**config.mk**
```make
export PLATFORM = sky130hd
export DESIGN_NAME = uart_rx_fifo
export DESIGN_NICKNAME = d
export VERILOG_FILES = /design/src/rtl/uart_pack.sv /design/src/rtl/uart_fifo_mem.sv /design/src/rtl/uart_rx_fifo.sv
export SDC_FILE = /design/constraint.sdc
export NUM_CORES = 1
export LEC_CHECK = 0
export CORE_MARGIN = 1.5
export CORE_UTILIZATION = 55
export CTS_CLUSTER_DIAMETER = 100
export CTS_CLUSTER_SIZE = 12
export DETAILED_ROUTE_END_ITERATION = 10
export PLACE_DENSITY = 0.83
export SETUP_SLACK_MARGIN = 0.02
export SYNTH_ARGS = -nofsm -noshare
export SYNTH_HDL_FRONTEND = slang
export SYNTH_SLANG_ARGS = --single-unit
```
**constraint.sdc**
```tcl
create_clock -name clk_i -period 5.05 [get_ports clk_i]
set_input_delay 1.01 -clock clk_i [delete_from_list [all_inputs] [get_ports clk_i]]
set_output_delay 1.01 -clock clk_i [all_outputs]
set_load 0.02 [all_outputs]
```
**src/rtl/uart_pack.sv**
```systemverilog
// Shared UART constants: data width and default receive-FIFO geometry.
package uart_pack;
  localparam int uart_width       = 8;
  localparam int UART_FIFO_DEPTH  = 16;
  localparam int UART_FIFO_THRESH = 8;
endpackage

```
**src/rtl/uart_fifo_mem.sv**
```systemverilog
// DEPTH x WIDTH storage with synchronous write and asynchronous read,
// shaped to map onto distributed RAM.
module uart_fifo_mem #(
  parameter int DEPTH = 16,
  parameter int WIDTH = 8,
  parameter int AW    = $clog2(DEPTH)
) (
  input  logic             clk_i,
  input  logic             we_i,
  input  logic [AW-1:0]    waddr_i,
  input  logic [WIDTH-1:0] wdata_i,
  input  logic [AW-1:0]    raddr_i,
  output logic [WIDTH-1:0] rdata_o
);

  logic [WIDTH-1:0] mem_q [DEPTH];

  // No reset on the array so it stays a plain RAM primitive.
  always_ff @(posedge clk_i) begin
    if (we_i) mem_q[waddr_i] <= wdata_i;
  end

  assign rdata_o = mem_q[raddr_i];

endmodule

```
**src/rtl/uart_rx_fifo.sv**
```systemverilog
// Receive FIFO behind the UART receiver: FWFT read port, level/status flags,
// sticky overrun and an interrupt request for the CPU register block.
module uart_rx_fifo
  import uart_pack::*;
#(
  parameter int DEPTH  = UART_FIFO_DEPTH,
  parameter int THRESH = UART_FIFO_THRESH
) (
  input  logic                    clk_i,
  input  logic                    rst_i,
  input  logic                    rx_rdy_i,
  input  logic [uart_width-1:0]   rx_data_i,
  input  logic                    pop_i,
  input  logic                    flush_i,
  input  logic                    clr_ovr_i,
  input  logic [1:0]              irq_en_i,
  output logic [uart_width-1:0]   rd_data_o,
  output logic                    rd_valid_o,
  output logic [$clog2(DEPTH):0]  level_o,
  output logic                    full_o,
  output logic                    thresh_o,
  output logic                    overrun_o,
  output logic                    irq_o
);

  localparam int AW = $clog2(DEPTH);
  localparam int PW = AW + 1;
  localparam logic [PW-1:0] THRESH_L = PW'(THRESH);
  localparam logic [PW-1:0] ONE_L    = PW'(1);

  logic [PW-1:0] wr_ptr_q, wr_ptr_d;
  logic [PW-1:0] rd_ptr_q, rd_ptr_d;
  logic          overrun_q, overrun_d;
  logic          empty, full;
  logic          pop_ok, push_ok, ovr_set, mem_we;

  // The extra MSB on each pointer separates the full and empty cases.
  assign empty = (wr_ptr_q == rd_ptr_q);
  assign full  = (wr_ptr_q[AW-1:0] == rd_ptr_q[AW-1:0]) && (wr_ptr_q[AW] != rd_ptr_q[AW]);

  // A pop in the same cycle makes room, so a push into a full FIFO is not an overrun.
  always_comb begin
    pop_ok    = pop_i & ~empty;
    push_ok   = rx_rdy_i & (~full | pop_ok);
    ovr_set   = rx_rdy_i & full & ~pop_ok & ~flush_i;
    mem_we    = push_ok & ~flush_i;
    wr_ptr_d  = wr_ptr_q;
    rd_ptr_d  = rd_ptr_q;
    overrun_d = overrun_q;
    if (flush_i) begin
      wr_ptr_d = rd_ptr_q;
    end else begin
      if (push_ok) wr_ptr_d = wr_ptr_q + ONE_L;
      if (pop_ok)  rd_ptr_d = rd_ptr_q + ONE_L;
    end
    if (ovr_set)        overrun_d = 1'b1;
    else if (clr_ovr_i) overrun_d = 1'b0;
  end

  always_ff @(posedge clk_i or posedge rst_i) begin
    if (rst_i) begin
      wr_ptr_q  <= '0;
      rd_ptr_q  <= '0;
      overrun_q <= 1'b0;
    end else begin
      wr_ptr_q  <= wr_ptr_d;
      rd_ptr_q  <= rd_ptr_d;
      overrun_q <= overrun_d;
    end
  end

  uart_fifo_mem #(
    .DEPTH (DEPTH),
    .WIDTH (uart_width),
    .AW    (AW)
  ) u_mem (
    .clk_i   (clk_i),
    .we_i    (mem_we),
    .waddr_i (wr_ptr_q[AW-1:0]),
    .wdata_i (rx_data_i),
    .raddr_i (rd_ptr_q[AW-1:0]),
    .rdata_o (rd_data_o)
  );

  assign level_o    = wr_ptr_q - rd_ptr_q;
  assign rd_valid_o = ~empty;
  assign full_o     = full;
  assign thresh_o   = (level_o >= THRESH_L);
  assign overrun_o  = overrun_q;
  assign irq_o      = (thresh_o & irq_en_i[0]) | (overrun_o & irq_en_i[1]);

endmodule

```
======== After elaboration in Yosys (flattened, before gate mapping) ========
Memory sizes are Yosys's and may differ from the RTL's.
Index checks and enable logic that the tools add are counted.
W data, S select, Z words.
storage, ports and cells
  memory bits (writable) .................. 128
  input port bits ......................... 16
  output and inout bits ................... 18
  flip-flop bits (word level) ............. 11
  word-level logic and storage cells ...... 35
  memories ................................ 1
memories
  name         depth  width  rd ports  clocked after memory_dff  write ports  RTL line             text
  u_mem.mem_q  16     8      1         0                         1            uart_fifo_mem.sv:16  logic [WIDTH-1:0] mem_q [DEPTH];
cells by class
  equality and inequality tests ........... 3
  reductions and logical operators ........ 4
  add/sub/neg operators ................... 3
  $lt $le $gt $ge ......................... 1
  bitwise gates (word level) .............. 14
  muxes and demuxes ....................... 6
operators by type and width
  operator               count
  $add A5 B1 Y5 const B  2
  $mux W5                2
  $and A1 B1 Y1          8
  $eq A5 B5 Y1           1
  $ge A5 B4 Y1 const B   1
  $sub A5 B5 Y5          1
  $eq A4 B4 Y1           1
  $mux W1                4
  $not A1 Y1             4
  $reduce_bool A2 Y1     2
  $or A1 B1 Y1           2
  $reduce_and A2 Y1      1
  $logic_and A1 B1 Y1    1
  $ne A1 B1 Y1           1

======== Longest topological paths before layout ========
  depth after elaboration ................. 8
  gate-level depth with buffers ........... 8
  gate-level depth less buffers ........... 8

======== Modules after synthesis ========
Synthesis repeated with hierarchy kept, for this count alone.
second synthesis, totals
  cell total of the unflattened synthesis .. 306
  area total of the unflattened synthesis .. 5776.8 um^2
modules (own cells, without submodules)
  module         instances  cells an instance  sequential area each (um^2)  area an instance (um^2)
  uart_fifo_mem  1          221                3843.7                       4987.3
  uart_rx_fifo   1          85                 275.3                        789.5

======== Worst setup path after synthesis ========
OpenSTA, ideal clock, no wires.
  path type ............................... reg-to-output
  from .................................... register rd_ptr_q[1]
  to ...................................... output thresh_o
  data required time ...................... 4.040 ns
  arrival ................................. 1.978 ns
  cell stages (with the launch flop) ...... 9
  buffers on the path ..................... 2
  path slack .............................. 2.062 ns
  cell sequence ........................... dfrtp_1 -> buf_6 -> buf_6 -> inv_1 -> ha_1 -> nor2b_1 -> o21a_1 -> o21a_1 -> o21ai_0
on the way
  longest elaborated chain between the ends .. 2
ends and longest elaborated chain
  item                    RTL line            text
  start, declared         uart_rx_fifo.sv:32  logic [PW-1:0] rd_ptr_q, rd_ptr_d;
  start signal, assigned  uart_rx_fifo.sv:67  rd_ptr_q <= rd_ptr_d;
  $sub A5 B5 Y5           uart_rx_fifo.sv:85  assign level_o = wr_ptr_q - rd_ptr_q;
  $ge A5 B4 Y1            uart_rx_fifo.sv:88  assign thresh_o = (level_o >= THRESH_L);
  end, declared           uart_rx_fifo.sv:21  output logic thresh_o,
No other way between the ends.

======== Worst setup path in the final report ========
  from .................................... register rd_ptr_q[0]
  to ...................................... output rd_data_o[3]
on the way
  longest elaborated chain between the ends .. 1
ends and longest elaborated chain
  item            RTL line            text
  $mem_v2 Z16 W8  -
  end, declared   uart_rx_fifo.sv:17  output logic [uart_width-1:0] rd_data_o,
No other way between the ends.

==> results.txt <==
Status: finished clean
Crit-path cells: buf_4 -> mux4_1 -> mux4_2 -> clkdlybuf4s50_1
CP Capture Type: primary output
Syn Nets: 319
Placer congestion estimate: 0.836
Initial antenna violation count: 0
CTS Buffer Depth: 2
Vias: 2,993
First-pass GRT wire length: 17.9 mm
Share of the synthesized area in the top cell type: 65.6%
Post-synthesis sequential area ratio: 70.3%
Async SR Flop Fraction: 7.91%
CTS tree: built
Crit path time final: 4.32 ns
Post-DP HPWL: 7.15 mm
Core area: 0.0103 sq mm
CTS H-tree lvls: 4
Diode count: 0
Final Max Slew Viols: 0
Largest net degree at the start of global routing: 35
Layout area overhead: 17.2%
Slowest CP cell: mux4_1
Most common flop cell mapped by yosys: edfxtp_1
Area contributors post-synth: edfxtp_1 66%, mux4_1 8.5%, mux4_2 8.1%
Power Density: 602 mW/mm^2
RSZ-0062 raised after global routing: false
Synth top cells by count: 128 x edfxtp_1, 21 x mux4_2, 19 x mux4_1
Net Sw Power: 0.00135 W
Clk slew on worst S/H paths: 0.06 ns
Hold path start: rd_ptr_q[4]
Max-Cap Viols: 0
Reg2reg start: rd_ptr_q[2]
Fin util: 66.5%
Die Y: 106 um
Crit path from: rd_ptr_q[0]
Worst EP required: 4.04 ns
Final period util: 85.6%
Average size of a mapped cell: 20.0 sq um
CP max FO: 29
Vias in the first global route: 2,951
Fill count: 636
Fin. Hold Viols: 0
Net Sw Frac: 32.6%
Setup bufs post-CTS: 0
Worst relative slew slack: 36.7%
Final Skew: 0.00996 ns
Post_cts resized: 0
Clock sink count: 139
Clock root buffer: clkbuf_8
CTS Buf Count: 17
Vias/cell: 6.13
Final wirelength: 11.7 mm
Worst skew pair latency: 0.52 ns
Synthesized area: 0.00586 sq mm
Combinational power share: 35.8%
GRT Util Overall: 22.6%
CP max stage delay: 0.70 ns
Port bufs: 33
Wire per inst: 24.1 um
Post-CTS Hold Buffers: 0
Netlist cell types: 36
Endpoints failing setup: 0
Share of cells above drive strength 1: 17.6%
Clock Power Share: 29.2%
DRC: 0
DIE AREA: 0.0113 sq mm
Fmax: 231 MHz
1st-pass router iterations: 6
Initial Util: 56.7%
Grt ovf: 0
Synth area leader: edfxtp_1
Buffers & Inverters on Critical Path: 2
Antenna viol nets, final: 0
Least-Margin Pin Slew: 0.946 ns
Number of flops mapped to enable cells by yosys: 128
Crit start category: register
Layout net count: 365
I/O pins: 34
Int Pwr: 0.00279 W
Min-delay worst type: register to register
Leakage: 2.33 nW
Top delay family on crit path: multiplexers
CP arrival: 3.31 ns
TNS Setup: 0 ns
Count leader, synth: edfxtp_1
Peak VDD IR: 308 uV
Mapped Cells: 293
Yosys warning count: 0
Cell Rows: 37
Synth Register Bits: 139
Reg power frac: 34.9%
Die boundary width: 106 um
Initial DRC count: 223
WS Path Type: register to primary output
[metrics by stage]
step,hold slack (ns),power [W],setup WS (ns),cell area [sq um],cells
CTS,0.559,0.00415,0.710,6860,488
global placement,0.531,0.00290,1.34,6280,456
global route,0.587,0.00430,0.636,6860,488
detailed placement,0.546,0.00293,1.28,6280,456
finish,0.552,0.00413,0.728,6860,488
floorplan,0.504,0.00248,2.06,5860,293
[path summary, 6_finish.rpt]
check                               endpoint  slack [ns]  cells past startpoint
hold reg to reg                  rd_ptr_q[4]        0.55                      1
max in group asynchronous        rd_ptr_q[0]        3.90                      2
setup / recovery                rd_data_o[3]        0.73                      4
min in group asynchronous        wr_ptr_q[2]        0.81                      2
hold / removal                   rd_ptr_q[4]        0.55                      1
setup reg to reg           u_mem.mem_q[8][5]        1.86                      6
[layout by cell type (no fill, tap or decap), types with 6 or more instances in the layout]
cell and count:
clkbuf_16 16, ha_1 9, inv_1 13, edfxtp_1 128
xnor2_1 8, buf_4 6, nand2_1 14, dfrtp_1 10
mux4_2 21, clkdlybuf4s50_1 33, mux4_1 19, nor2_1 16
[final cells by class]
cell class | instances | area [sq um] | share of cell area [%]
clock inverter | 14 | 164 | 2.39
multi-input combinational | 128 | 1560 | 22.8
timing repair buffer | 39 | 375 | 5.47
inverter | 14 | 52.6 | 0.766
clock buffer | 18 | 418 | 6.09
sequential | 139 | 4120 | 60.0
tap | 136 | 170 | 2.48
[worst register-to-register path, stage by stage, from the launching register on]
cell and delay (ns):
dfrtp_1 0.75, inv_1 0.11, ha_1 0.38, and4_1 0.24, a31oi_1 0.37, nand2_1 0.19, nor2_1 0.76
[cell families after synthesis]
kind of cell / synth area share [%]
buf+inv: 2.97
compound gates: 2.14
xor+xnor: 1.65
simple gates: 3.55
flops: 70.3
mux: 17.1
fa+ha+maj: 2.26
[state kept, by name, indices dropped and copies added, names as in the netlist]
register     count
u_mem.mem_q    128
wr_ptr_q         5
overrun_o        1
rd_ptr_q         5
[per-layer routing]
layer | vias up | track usage (%) | share of wire [%]
met5 | - | 0 | 0
met2 | 113 | 35.6 | 50
met4 | 0 | 5.50 | 0.72
met1 | 1584 | 32.0 | 43
met3 | 5 | 5.64 | 5.7
li1 | 1291 | - | -
[power groups by stage]
| stage | clock, W | combinational [W] | sequential, W |
|---|---|---|---|
| 6_report | 0.00121 | 0.00148 | 0.00144 |
| 5_1_grt | 0.00127 | 0.00158 | 0.00145 |
| 4_1_cts | 0.00122 | 0.00149 | 0.00144 |
| 3_5_place_dp | 0 | 0.00147 | 0.00146 |
| 3_3_place_gp | 0 | 0.00144 | 0.00146 |
| 2_1_floorplan | 0 | 0.00107 | 0.00141 |
Note: power is estimated with default switching activity, not from simulation.
